File: config.mk
export PLATFORM = sky130hd
export DESIGN_NAME = conv_row_mac_flat
export DESIGN_NICKNAME = d
export VERILOG_FILES = /design/src/rtl/conv_row_mac_if.sv /design/src/rtl/conv_row_mac.sv /design/src/flat_wrapper.sv
export SDC_FILE = /design/constraint.sdc
export NUM_CORES = 1
export LEC_CHECK = 0
export CORE_MARGIN = 10
export CORE_UTILIZATION = 35
export DETAILED_ROUTE_END_ITERATION = 10
export DONT_BUFFER_PORTS = 1
export GPL_ROUTABILITY_DRIVEN = 0
export SETUP_SLACK_MARGIN = 0.2
export SLEW_MARGIN = 10
export SYNTH_ARGS = -nofsm -noshare
export SYNTH_HDL_FRONTEND = slang
export SYNTH_SLANG_ARGS = --single-unit
File: constraint.sdc
create_clock -name clk -period 4.7 [get_ports clk]
set_clock_uncertainty 0.05 [all_clocks]
set_input_delay 0.235 -clock clk [delete_from_list [all_inputs] [get_ports clk]]
set_output_delay 0.235 -clock clk [all_outputs]
set_load 0.01 [all_outputs]
File: src/rtl/conv_row_mac_if.sv
// Pixel/weight input and row-sum output handshake bundle for conv_row_mac.
// The master side feeds pairs and accepts windows; the slave side is the MAC block.
interface conv_row_mac_if #(
    parameter int DATA_BITS = 9,
    parameter int PSUM_BITS = 2*DATA_BITS+2
);
    logic                        in_valid;
    logic                        in_ready;
    logic signed [DATA_BITS-1:0] pixel;
    logic signed [DATA_BITS-1:0] weight;
    logic                        out_valid;
    logic                        out_ready;
    logic signed [PSUM_BITS-1:0] psum0;
    logic signed [PSUM_BITS-1:0] psum1;
    logic signed [PSUM_BITS-1:0] psum2;

    modport master (
        output in_valid, pixel, weight, out_ready,
        input  in_ready, out_valid, psum0, psum1, psum2
    );

    modport slave (
        input  in_valid, pixel, weight, out_ready,
        output in_ready, out_valid, psum0, psum1, psum2
    );
endinterface

File: src/rtl/conv_row_mac.sv
// Sequential 3x3 convolution front end: accumulates nine pixel*weight products
// into three row partial sums and presents them together behind valid/ready.
module conv_row_mac #(
    parameter int DATA_BITS = 9,
    parameter int PSUM_BITS = 2*DATA_BITS+2
) (
    input  logic              clk,
    input  logic              rst_n,
    input  logic              clr,
    conv_row_mac_if.slave     bus
);
    localparam int PROD_BITS = 2*DATA_BITS;

    typedef enum logic [1:0] {
        IDLE = 2'd0,
        ACC  = 2'd1,
        OUT  = 2'd2
    } state_t;

    state_t                      state_q, state_d;
    logic [3:0]                  count_q, count_d;
    logic signed [PSUM_BITS-1:0] acc0_q, acc0_d;
    logic signed [PSUM_BITS-1:0] acc1_q, acc1_d;
    logic signed [PSUM_BITS-1:0] acc2_q, acc2_d;
    logic                        out_valid_q, out_valid_d;

    logic signed [PROD_BITS-1:0] prod_s;
    logic signed [PSUM_BITS-1:0] prod_ext_s;
    logic                        accept_s;
    logic [1:0]                  row_s;

    assign prod_s     = bus.pixel * bus.weight;
    assign prod_ext_s = {{(PSUM_BITS-PROD_BITS){prod_s[PROD_BITS-1]}}, prod_s};

    // in_ready is gated by rst_n so it reads low for the whole reset interval
    assign bus.in_ready  = rst_n & (state_q != OUT);
    assign accept_s      = bus.in_valid & bus.in_ready;
    assign bus.out_valid = out_valid_q;
    assign bus.psum0     = acc0_q;
    assign bus.psum1     = acc1_q;
    assign bus.psum2     = acc2_q;

    // Row index of the current tap: taps 0..2 row 0, 3..5 row 1, 6..8 row 2
    always_comb begin
        row_s = 2'd2;
        case (count_q)
            4'd0, 4'd1, 4'd2: row_s = 2'd0;
            4'd3, 4'd4, 4'd5: row_s = 2'd1;
            default:          row_s = 2'd2;
        endcase
    end

    // Next-state, tap counter and accumulator update; clr overrides everything
    always_comb begin
        state_d = state_q;
        count_d = count_q;
        acc0_d  = acc0_q;
        acc1_d  = acc1_q;
        acc2_d  = acc2_q;
        if (clr) begin
            state_d = IDLE;
            count_d = 4'd0;
            acc0_d  = {PSUM_BITS{1'b0}};
            acc1_d  = {PSUM_BITS{1'b0}};
            acc2_d  = {PSUM_BITS{1'b0}};
        end else begin
            case (state_q)
                IDLE: begin
                    if (accept_s) begin
                        acc0_d  = prod_ext_s;
                        acc1_d  = {PSUM_BITS{1'b0}};
                        acc2_d  = {PSUM_BITS{1'b0}};
                        count_d = 4'd1;
                        state_d = ACC;
                    end else begin
                        state_d = IDLE;
                    end
                end
                ACC: begin
                    if (accept_s) begin
                        case (row_s)
                            2'd0:    acc0_d = acc0_q + prod_ext_s;
                            2'd1:    acc1_d = acc1_q + prod_ext_s;
                            default: acc2_d = acc2_q + prod_ext_s;
                        endcase
                        if (count_q == 4'd8) begin
                            count_d = 4'd0;
                            state_d = OUT;
                        end else begin
                            count_d = count_q + 4'd1;
                        end
                    end else begin
                        state_d = ACC;
                    end
                end
                OUT: begin
                    if (bus.out_ready) begin
                        state_d = IDLE;
                    end else begin
                        state_d = OUT;
                    end
                end
                default: begin
                    state_d = IDLE;
                    count_d = 4'd0;
                end
            endcase
        end
    end

    assign out_valid_d = (state_d == OUT);

    // State, counter, accumulator and output-valid registers
    always_ff @(posedge clk or negedge rst_n) begin
        if (!rst_n) begin
            state_q     <= IDLE;
            count_q     <= 4'd0;
            acc0_q      <= {PSUM_BITS{1'b0}};
            acc1_q      <= {PSUM_BITS{1'b0}};
            acc2_q      <= {PSUM_BITS{1'b0}};
            out_valid_q <= 1'b0;
        end else begin
            state_q     <= state_d;
            count_q     <= count_d;
            acc0_q      <= acc0_d;
            acc1_q      <= acc1_d;
            acc2_q      <= acc2_d;
            out_valid_q <= out_valid_d;
        end
    end
endmodule
File: src/flat_wrapper.sv
// flat-port wrapper written by rule: the top's interface ports become plain ports
module conv_row_mac_flat 
#(
    parameter int DATA_BITS = 9,
    parameter int PSUM_BITS = 2*DATA_BITS+2
)
  (clk, rst_n, clr, bus_in_valid, bus_pixel, bus_weight, bus_out_ready, bus_in_ready, bus_out_valid, bus_psum0, bus_psum1, bus_psum2);
  conv_row_mac_if #(.DATA_BITS(DATA_BITS), .PSUM_BITS(PSUM_BITS)) bus_i ();
  input  logic clk;
  input  logic rst_n;
  input  logic clr;
  input wire logic [$bits(bus_i.in_valid)-1:0] bus_in_valid;
  input wire logic [$bits(bus_i.pixel)-1:0] bus_pixel;
  input wire logic [$bits(bus_i.weight)-1:0] bus_weight;
  input wire logic [$bits(bus_i.out_ready)-1:0] bus_out_ready;
  output wire logic [$bits(bus_i.in_ready)-1:0] bus_in_ready;
  output wire logic [$bits(bus_i.out_valid)-1:0] bus_out_valid;
  output wire logic [$bits(bus_i.psum0)-1:0] bus_psum0;
  output wire logic [$bits(bus_i.psum1)-1:0] bus_psum1;
  output wire logic [$bits(bus_i.psum2)-1:0] bus_psum2;
  assign bus_i.in_valid = bus_in_valid;
  assign bus_i.pixel = bus_pixel;
  assign bus_i.weight = bus_weight;
  assign bus_i.out_ready = bus_out_ready;
  assign bus_in_ready = bus_i.in_ready;
  assign bus_out_valid = bus_i.out_valid;
  assign bus_psum0 = bus_i.psum0;
  assign bus_psum1 = bus_i.psum1;
  assign bus_psum2 = bus_i.psum2;
  conv_row_mac #(.DATA_BITS(DATA_BITS), .PSUM_BITS(PSUM_BITS)) u_core (.clk(clk), .rst_n(rst_n), .clr(clr), .bus(bus_i));
endmodule
# Yosys cells after proc, flatten, opt, wreduce, memory -nomap -nowiden
# Index checks and enable logic that the tools add are counted.
[totals] register_bits=67 latchBits=0 mem_bits_rw=0 rom_bits=0 in_bits=23 output_inout_bits=62 wordCells=67 mem_count=0
[classes] n_addsub=4 mul=1 div_mod_pow=0 order_cmp=0 eq_ne=17 shifts=0 muxes=26 bitwise_logic=2 reduce_logical=11
[ops] op="$mux 20" n=11
[ops] op="$pmux 20 s2" n=3
[ops] op="$add 20x18->20" n=3
[ops] op="$mul 9x9->18" n=1
[ops] op="$mux 4" n=4
[ops] op="$pmux 4 s3" n=1
[ops] op="$reduce_and 4->1" n=3
[ops] op="$ne 3x3->1 const B" n=3
[ops] op="$eq 4x2->1 const B" n=2
[ops] op="$eq 4x3->1 const B" n=2
[ops] op="$mux 2" n=4
[ops] op="$ne 3x2->1 const B" n=2
[ops] op="$pmux 2 s3" n=1
[ops] op="$reduce_or 3->1" n=2
[ops] op="$add 4x1->4 const B" n=1
[ops] op="$eq 2x1->1 const B" n=2
[ops] op="$eq 2x2->1 const B" n=2
[ops] op="$eq 4x1->1 const B" n=1
[ops] op="$eq 4x4->1 const B" n=1
[ops] op="$logic_not 2->1" n=2
[ops] op="$logic_not 4->1" n=1
[ops] op="$ne 2x2->1 const B" n=2
[ops] op="$pmux 2 s2" n=1
[ops] op="$reduce_and 3->1" n=1
[ops] op="other kinds (4)" n=5

# Logic depth before layout (Yosys ltp)
# Gate-level depths: netlist of the first run.
[depth] word_depth=9 mapped_depth=29

# Worst setup path before layout of the first run
# No wires, ideal clock.
[synth_path] path_type="input-to-reg" from="input bus_weight[0]" to="register u_core.acc1_q[19] (netlist: u_core.bus.psum1[19])" setup_time_ps=127 arrival_ps=6253 t_required_ps=4523 setup_slack_ps=-1730 cell_stages=26 n_path_buf=1 cell_sequence="clkbuf_1 -> nand2_1 -> fa_1 -> inv_1 -> fa_1 -> inv_1 -> fa_1 -> inv_1 -> fa_1 -> fa_1 -> ha_1 -> or2_2 -> a21oi_1 -> a21oi_1 -> a21oi_1 -> xnor2_1 -> ha_1 -> a21o_1 -> a211o_1 -> or3_1 -> o31ai_2 -> o21ai_2 -> a31oi_4 -> xor2_2 -> a21oi_1 -> o22ai_1"
[synth_between] elab_chain_cells=6
[synth_rtl] element="start: declaration" line_no="flat_wrapper.sv:14" text="input wire logic [$bits(bus_i.weight)-1:0] bus_weight;"
[synth_rtl] element="$mul 9x9->18" line_no="conv_row_mac.sv:32" text="assign prod_s = bus.pixel * bus.weight;"
[synth_rtl] element="$add 20x18->20" line_no="conv_row_mac.sv:83" text="2'd1: acc1_d = acc1_q + prod_ext_s;"
[synth_rtl] element="$mux 20" line_no="conv_row_mac.sv:81" text="case (row_s)"
[synth_rtl] element="$mux 20" line_no="conv_row_mac.sv:80" text="if (accept_s) begin"
[synth_rtl] element="$pmux 20 s2" line_no="conv_row_mac.sv:67" text="case (state_q)"
[synth_rtl] element="$mux 20" line_no="conv_row_mac.sv:60" text="if (clr) begin"
[synth_rtl] element="end signal: assignment" line_no="conv_row_mac.sv:119" text="acc1_q <= {PSUM_BITS{1'b0}};"
[synth_rtl] element="end: declaration" line_no="conv_row_mac.sv:23" text="logic signed [PSUM_BITS-1:0] acc1_q, acc1_d;"
# Every way passes these cells. The select of a mux whose other input is x is not followed.
# A chain may end at the register's enable or synchronous reset.

# Final worst setup path of the first run
[layout_path] from="input bus_pixel[0]" to="register u_core.acc1_q[19] (netlist: u_core.bus.psum1[19])"
[layout_between] elab_chain_cells=6
[layout_rtl] element="start: declaration" line_no="flat_wrapper.sv:13" text="input wire logic [$bits(bus_i.pixel)-1:0] bus_pixel;"
[layout_rtl] element="$mul 9x9->18" line_no="conv_row_mac.sv:32"
[layout_rtl] element="$add 20x18->20" line_no="conv_row_mac.sv:83"
[layout_rtl] element="$mux 20" line_no="conv_row_mac.sv:81"
[layout_rtl] element="$mux 20" line_no="conv_row_mac.sv:80"
[layout_rtl] element="$pmux 20 s2" line_no="conv_row_mac.sv:67"
[layout_rtl] element="$mux 20" line_no="conv_row_mac.sv:60"
# Every way passes these cells. The select of a mux whose other input is x is not followed.

==> results of run 1 <==
synth_stat cells, types with 6 or more instances:
master,number
sky130_fd_sc_hd__o21ai_1,12
sky130_fd_sc_hd__xor2_1,19
sky130_fd_sc_hd__o41ai_1,6
sky130_fd_sc_hd__o21a_1,10
sky130_fd_sc_hd__clkbuf_1,25
sky130_fd_sc_hd__or3_1,8
sky130_fd_sc_hd__nand3_1,10
sky130_fd_sc_hd__xnor2_1,38
sky130_fd_sc_hd__a22o_1,28
sky130_fd_sc_hd__inv_1,99
sky130_fd_sc_hd__a21oi_1,56
sky130_fd_sc_hd__nor2_1,49
sky130_fd_sc_hd__and2_1,33
sky130_fd_sc_hd__nand2_1,115
sky130_fd_sc_hd__dfrtp_1,67
sky130_fd_sc_hd__nor2b_1,12
sky130_fd_sc_hd__o31ai_1,15
sky130_fd_sc_hd__nand2b_1,8
sky130_fd_sc_hd__ha_1,102
sky130_fd_sc_hd__a211oi_1,9
sky130_fd_sc_hd__nor3_1,16
sky130_fd_sc_hd__a21o_1,21
sky130_fd_sc_hd__o21ai_0,41
sky130_fd_sc_hd__fa_1,73
sequential cells by signal, indices dropped and copies added, names as in the netlist:
name / cells
u_core.bus.out_valid: 1
u_core.bus.psum1: 20
u_core.bus.psum2: 20
u_core.state_q: 2
u_core.count_q: 4
u_core.bus.psum0: 20
layer usage:
metal,up-vias,share of wire,global-route usage
met5,-,0,0
met4,0,0.014,0.0276
met3,31,0.059,0.0451
met2,149,0.48,0.277
met1,3739,0.44,0.223
li1,3588,-,-
cell families (layout without fill, tap and decap cells):
| logic type | after synthesis | in the layout |
|---|---|---|
| fa+ha+maj | 175 | 175 |
| mux | 5 | 5 |
| other cells | 0 | 1 |
| compound gates | 237 | 237 |
| xor+xnor | 59 | 59 |
| buf+inv | 127 | 303 |
| simple gates | 273 | 273 |
| flops | 67 | 67 |
final timing paths:
kind,start,to,slack (ns),cells after the start
min in group asynchronous,rst_n,u_core.bus.psum2[6],0.42,2
hold / removal,clr,u_core.state_q[0],0.05,2
setup / recovery,bus_pixel[0],u_core.bus.psum1[19],-0.91,23
max in group asynchronous,rst_n,u_core.bus.psum0[12],3.89,2
setup reg to reg,u_core.bus.psum0[0],u_core.bus.psum0[18],1.58,12
hold reg to reg,u_core.count_q[1],u_core.count_q[1],0.53,2
timing repair:
item,4_1_cts,5_1_grt
resized for setup,135,87
hold buffers,8,1
buffers inserted,26,10
pin swaps,61,63
endpoints found under the hold margin,74,1
setup endpoints to repair,34,36
worst max-delay path: stages:
cell and delay [ns]:
sky130_fd_sc_hd__nand2b_4 0.12, sky130_fd_sc_hd__fa_1 0.45, sky130_fd_sc_hd__fa_1 0.53, sky130_fd_sc_hd__inv_2 0.05, sky130_fd_sc_hd__fa_1 0.55, sky130_fd_sc_hd__fa_1 0.44, sky130_fd_sc_hd__fa_2 0.39, sky130_fd_sc_hd__ha_4 0.23
sky130_fd_sc_hd__or2_4 0.24, sky130_fd_sc_hd__a21oi_4 0.14, sky130_fd_sc_hd__a21oi_2 0.06, sky130_fd_sc_hd__a21oi_2 0.18, sky130_fd_sc_hd__xnor2_2 0.17, sky130_fd_sc_hd__ha_1 0.29, sky130_fd_sc_hd__a21o_1 0.17, sky130_fd_sc_hd__a211o_1 0.28
sky130_fd_sc_hd__or3_4 0.38, sky130_fd_sc_hd__o31ai_4 0.20, sky130_fd_sc_hd__o21ai_2 0.11, sky130_fd_sc_hd__a31oi_4 0.19, sky130_fd_sc_hd__xor2_2 0.19, sky130_fd_sc_hd__a21oi_2 0.08, sky130_fd_sc_hd__o22ai_1 0.13
per-stage QoR:
step / TNS, ns / instances / hold slack, ns / utilization
floorplan: -17.41 / 943 / -0.111 / -
global placement: -30.29 / 1377 / -0.106 / 0.427
detailed placement: -31.46 / 1377 / -0.106 / 0.427
CTS: -14.70 / 1427 / -0.118 / 0.484
global route: -21.15 / 1438 / 0.0528 / 0.508
finish: -16.58 / 1439 / 0.0528 / 0.508
final cells by class:
type,instances,area [µm²],share of cell area
Tap cell,319,399,0.0335
Inverter,99,378,0.0317
Clock inverter,2,35.0,0.00294
Multi-Input combinational cell,749,7510,0.630
Timing Repair Buffer,188,1660,0.140
Antenna cell,1,2.50,0.000210
Sequential cell,67,1680,0.141
Clock buffer,14,254,0.0213
==> flow_summary.json, run 1 <==
{
  "die_outline_area_um2": 30500,
  "critPathCaptureType": "flip-flop",
  "drcViolationCount": 0,
  "dp_hpwl_um": 19000,
  "die_y_um": 175,
  "synth_xor_xnor_area_share": 0.0635,
  "area.growth.synth_to_final_pct": 42.4,
  "grt_max_degree": 68,
  "post_synth_mux_area_share": 0.00613,
  "post_synthesis_async_set_or_reset_flop_share": 1.00,
  "critPathKind": "in -> reg",
  "finalSetupViolCount": 32,
  "syn-mean-instance-area_um2": 8.87,
  "synth-warning-count": 0,
  "starting_density_of_the_core": 0.357,
  "synth.lib_cells_used.distinct": 65,
  "instance_area_after_placement_um2": 10000,
  "grtUsageTotal": 0.169,
  "post_drt_wl_per_cell_um": 18.3,
  "die_x_um": 175,
  "slew_headroom": 0.314,
  "clock_latency_ns": 0.34,
  "ys.flop_type": "sky130_fd_sc_hd__dfrtp_1",
  "grt_remaining_overflow": 0,
  "share_of_synthesized_cell_area_in_and_or_nand_and_nor_gates": 0.153,
  "worst_path_max_fanout": 9,
  "drt_pre_antenna_iters": 5,
  "share_of_the_cycle_needed_by_the_critical_path_after_routing": 1.19,
  "num_vias": 7507,
  "max_freq_mhz": 178,
  "num-nets-final": 1312,
  "syn_area_um2": 8370,
  "final_cell_area_excluding_filler_cells_um2": 11900,
  "hold_violations": 0,
  "synthCells": 943,
  "hp-class": "in -> reg",
  "initialDrtViolationCount": 399,
  "synthDominantCellAreaShare": 0.200,
  "route.detailed.vias_per_inst": 5.22,
  "synth_adder_area_share": 0.327,
  "synth-edff-count": 0,
  "layout_common_cells": "135 x sky130_fd_sc_hd__buf_4, 102 x sky130_fd_sc_hd__nand2_1, 95 x sky130_fd_sc_hd__inv_1",
  "placement.io_buffers": 0,
  "cts_sinks": 67,
  "outcome": "complete, but fails checks",
  "period_needed_ns": 5.61,
  "dp_worst_setup_slack_ns": -1.36,
  "grt_first_pass_wirelength_um": 42000,
  "max_slew.worst_pin.slew_ns": 1.03,
  "finalWorstSetupSlack_ns": -0.914,
  "wl_um": 26300,
  "syn-num-nets": 1141,
  "ys_seq_elements": 67,
  "synth_area_leader_cell": "sky130_fd_sc_hd__dfrtp_1",
  "numCtsBuffers": 9,
  "ctsHtreeMaxLevel": 3,
  "num_rows": 56,
  "failing_checks": "negative setup slack",
  "synth_seq_area_share": 0.200,
  "largest_family_of_logic_cells_by_synthesized_area": "adder cells",
  "worst-endpoint-required_ns": 4.91,
  "cts.reportedPaths.clkPinSlew_ns": 0.06,
  "first_global_vias": 7694,
  "layout-drive-gt1-share": 0.332,
  "clock_path_buffers": 2,
  "io-pin-count": 85,
  "floorplan.core_area_um2": 23500,
  "n_fill_cell": 2041,
  "antenna_violating_nets_post_route": 0,
  "maxSlewViolCount": 0,
  "netlist_top_cells_area": "sky130_fd_sc_hd__dfrtp_1 20%, sky130_fd_sc_hd__fa_1 17%, sky130_fd_sc_hd__ha_1 15%",
  "synth_area_in_compound_gates": 0.192,
  "mostFrequentLayoutCell": "sky130_fd_sc_hd__buf_4",
  "cts_root_buf": "sky130_fd_sc_hd__clkbuf_16",
  "cts_tree": "built",
  "initial_antenna_violation_count": 0,
  "grt_setup_unrepaired": "true",
  "worstPathArrival_ns": 5.82,
  "critPathLaunchType": "input port",
  "cap_violations": 0
}
Power of run 1 is not shown: default switching activity piles up to over one toggle a cycle in this logic, so the estimate is an artifact.
==> inputs of run 2 (changes only) <==
--- a/config.mk
+++ b/config.mk
@@ -7,10 +7,11 @@
 export LEC_CHECK = 0
 export CORE_MARGIN = 10
 export CORE_UTILIZATION = 35
+export CTS_BUF_LIST = sky130_fd_sc_hd__clkbuf_8
 export DETAILED_ROUTE_END_ITERATION = 10
 export DONT_BUFFER_PORTS = 1
 export GPL_ROUTABILITY_DRIVEN = 0
-export SETUP_SLACK_MARGIN = 0.2
+export SETUP_SLACK_MARGIN = 0.3
 export SLEW_MARGIN = 10
 export SYNTH_ARGS = -nofsm -noshare
 export SYNTH_HDL_FRONTEND = slang
==> flow_summary.json, run 2 (synthesis gave the netlist of run 1 again) <==
{
  "worstPathArrival_ns": 5.78,
  "share_of_the_cycle_needed_by_the_critical_path_after_routing": 1.18,
  "final-seq-area_um2": 1680,
  "starting_density_of_the_core": 0.357,
  "reg_to_reg_startpoint": "u_core.bus.psum0[0]",
  "outcome": "complete, but fails checks",
  "timing.hold.worst.start": "bus_in_valid",
  "layout_common_cells": "157 x sky130_fd_sc_hd__buf_4, 101 x sky130_fd_sc_hd__nand2_1, 93 x sky130_fd_sc_hd__inv_1",
  "max_slew.worst_pin.slew_ns": 1.08,
  "antenna_violating_nets_post_route": 0,
  "grt_first_pass_wirelength_um": 41300,
  "worst-endpoint-required_ns": 4.94,
  "cpMostUsedCell": "sky130_fd_sc_hd__fa_1",
  "wl_um": 25600,
  "critical_path_cell_sequence": "clkinvlp_4, nor2_1, fa_1, fa_1, fa_1, fa_1, ha_4, ha_4, or2_4, a21oi_4, a21oi_2, a21oi_2, xnor2_2, ha_1, a21o_1, a211o_1, or3_4, o31ai_4, o21ai_2, a31oi_4, xor2_2, a21oi_1, o22ai_1",
  "initial_antenna_violation_count": 0,
  "regToRegSetupSlack_ns": 1.65,
  "route.detailed.vias_per_inst": 5.18,
  "dp_hpwl_um": 19100,
  "die_x_um": 175,
  "num_vias": 7479,
  "cts_tree": "built",
  "placement.io_buffers": 0,
  "area.growth.synth_to_final_pct": 40.1,
  "hold_violations": 0,
  "numCtsBuffers": 9,
  "ctsHtreeMaxLevel": 3,
  "clock_latency_ns": 0.38,
  "timing.hold.worst_endpoint": "u_core.state_q[0]",
  "io-pin-count": 85,
  "failing_checks": "negative setup slack",
  "period_needed_ns": 5.54,
  "grtUsageTotal": 0.167,
  "finalSetupViolCount": 29,
  "finalWorstSetupSlack_ns": -0.838,
  "grt_setup_unrepaired": "true",
  "cap_violations": 0,
  "die_outline_area_um2": 30500,
  "first_global_vias": 7560,
  "slew_headroom": 0.280,
  "initialDrtViolationCount": 382,
  "floorplan.core_area_um2": 23500,
  "cts_root_buf": "sky130_fd_sc_hd__clkbuf_8",
  "mostFrequentLayoutCell": "sky130_fd_sc_hd__buf_4",
  "worst_hold_path.num_cells": 2,
  "grt_max_degree": 68,
  "critPathKind": "in -> reg",
  "post_drt_wl_per_cell_um": 17.7,
  "dp_worst_setup_slack_ns": -1.32,
  "instance_area_after_placement_um2": 10000,
  "n_fill_cell": 2143,
  "clock_path_buffers": 2,
  "maxSlewViolCount": 0,
  "r2r-end": "u_core.bus.psum0[18]",
  "finalSetupTns_ns": -14.89,
  "grt_remaining_overflow": 0,
  "timing.critical_path.slowest_stage_cell": "sky130_fd_sc_hd__fa_1",
  "layout-drive-gt1-share": 0.338,
  "slowest_delay_ns": 0.54,
  "critPathCaptureType": "flip-flop",
  "num_rows": 56,
  "critPathLaunchType": "input port",
  "hold_slack_ns": 0.0625,
  "drt_pre_antenna_iters": 5,
  "cts.reportedPaths.clkPinSlew_ns": 0.07,
  "hp-class": "in -> reg",
  "num-nets-final": 1319,
  "drcViolationCount": 0,
  "count_of_cells_along_the_worst_register_to_register_path": 12,
  "multi_input_area_um2": 7480,
  "worst_path_max_fanout": 6,
  "cts_sinks": 67,
  "die_y_um": 175,
  "final_cell_area_excluding_filler_cells_um2": 11700,
  "max_freq_mhz": 181,
  "antenna-diode-count": 0
}
==> run 2: timing repair <==
| item | in CTS | in global routing |
|---|---|---|
| hold buffers | 10 | 0 |
| pin swaps | 71 | 54 |
| hold endpoints to repair | 75 | 0 |
| endpoints found under the setup margin | 35 | 37 |
| resized for setup | 136 | 61 |
| setup buffers | 27 | 12 |
==> run 2: how the worst max path moves through the flow <==
stage	from	end	slack [ns]	cells after the start
2_1_floorplan	bus_pixel[5]	u_core.bus.psum1[19]	-1.18	24
3_3_place_gp	bus_pixel[0]	u_core.bus.psum1[19]	-1.31	22
3_5_place_dp	bus_pixel[0]	u_core.bus.psum1[19]	-1.32	22
4_1_cts	bus_pixel[0]	u_core.bus.psum1[19]	-0.77	23
5_1_grt	bus_pixel[0]	u_core.bus.psum1[19]	-1.03	23
6_report	bus_weight[8]	u_core.bus.psum1[19]	-0.84	23
==> run 2: cell type report <==
class | instances | share of cell area
Timing Repair Buffer | 195 | 0.140
Clock buffer | 9 | 0.0106
Tap cell | 319 | 0.0340
Sequential cell | 67 | 0.143
Multi-Input combinational cell | 749 | 0.638
Clock inverter | 5 | 0.00203
Inverter | 99 | 0.0322
==> run 2: stage by stage <==
step                       util  std cells
after detailed placement  0.428       1380
final                     0.499       1443
after global placement    0.428       1380
after global routing      0.499       1443
after floorplan               -        943
after CTS                 0.482       1431
==> run 2: critical path, delay by kind of cell <==
kind | cells | cell delay, ns
compound gates | 10 | 1.59
simple gates | 3 | 0.78
fa+ha+maj | 7 | 2.73
xor+xnor | 2 | 0.33
buf+inv | 1 | 0.11
==> run 2: routing by layer <==
metal,track usage,up-vias,wire length (µm)
li1,-,3601,-
met1,0.214,3683,11100
met2,0.269,167,12100
met3,0.0515,28,1950
met4,0.0417,0,437
met5,0,-,0
Power of run 2 is left out for the same reason.
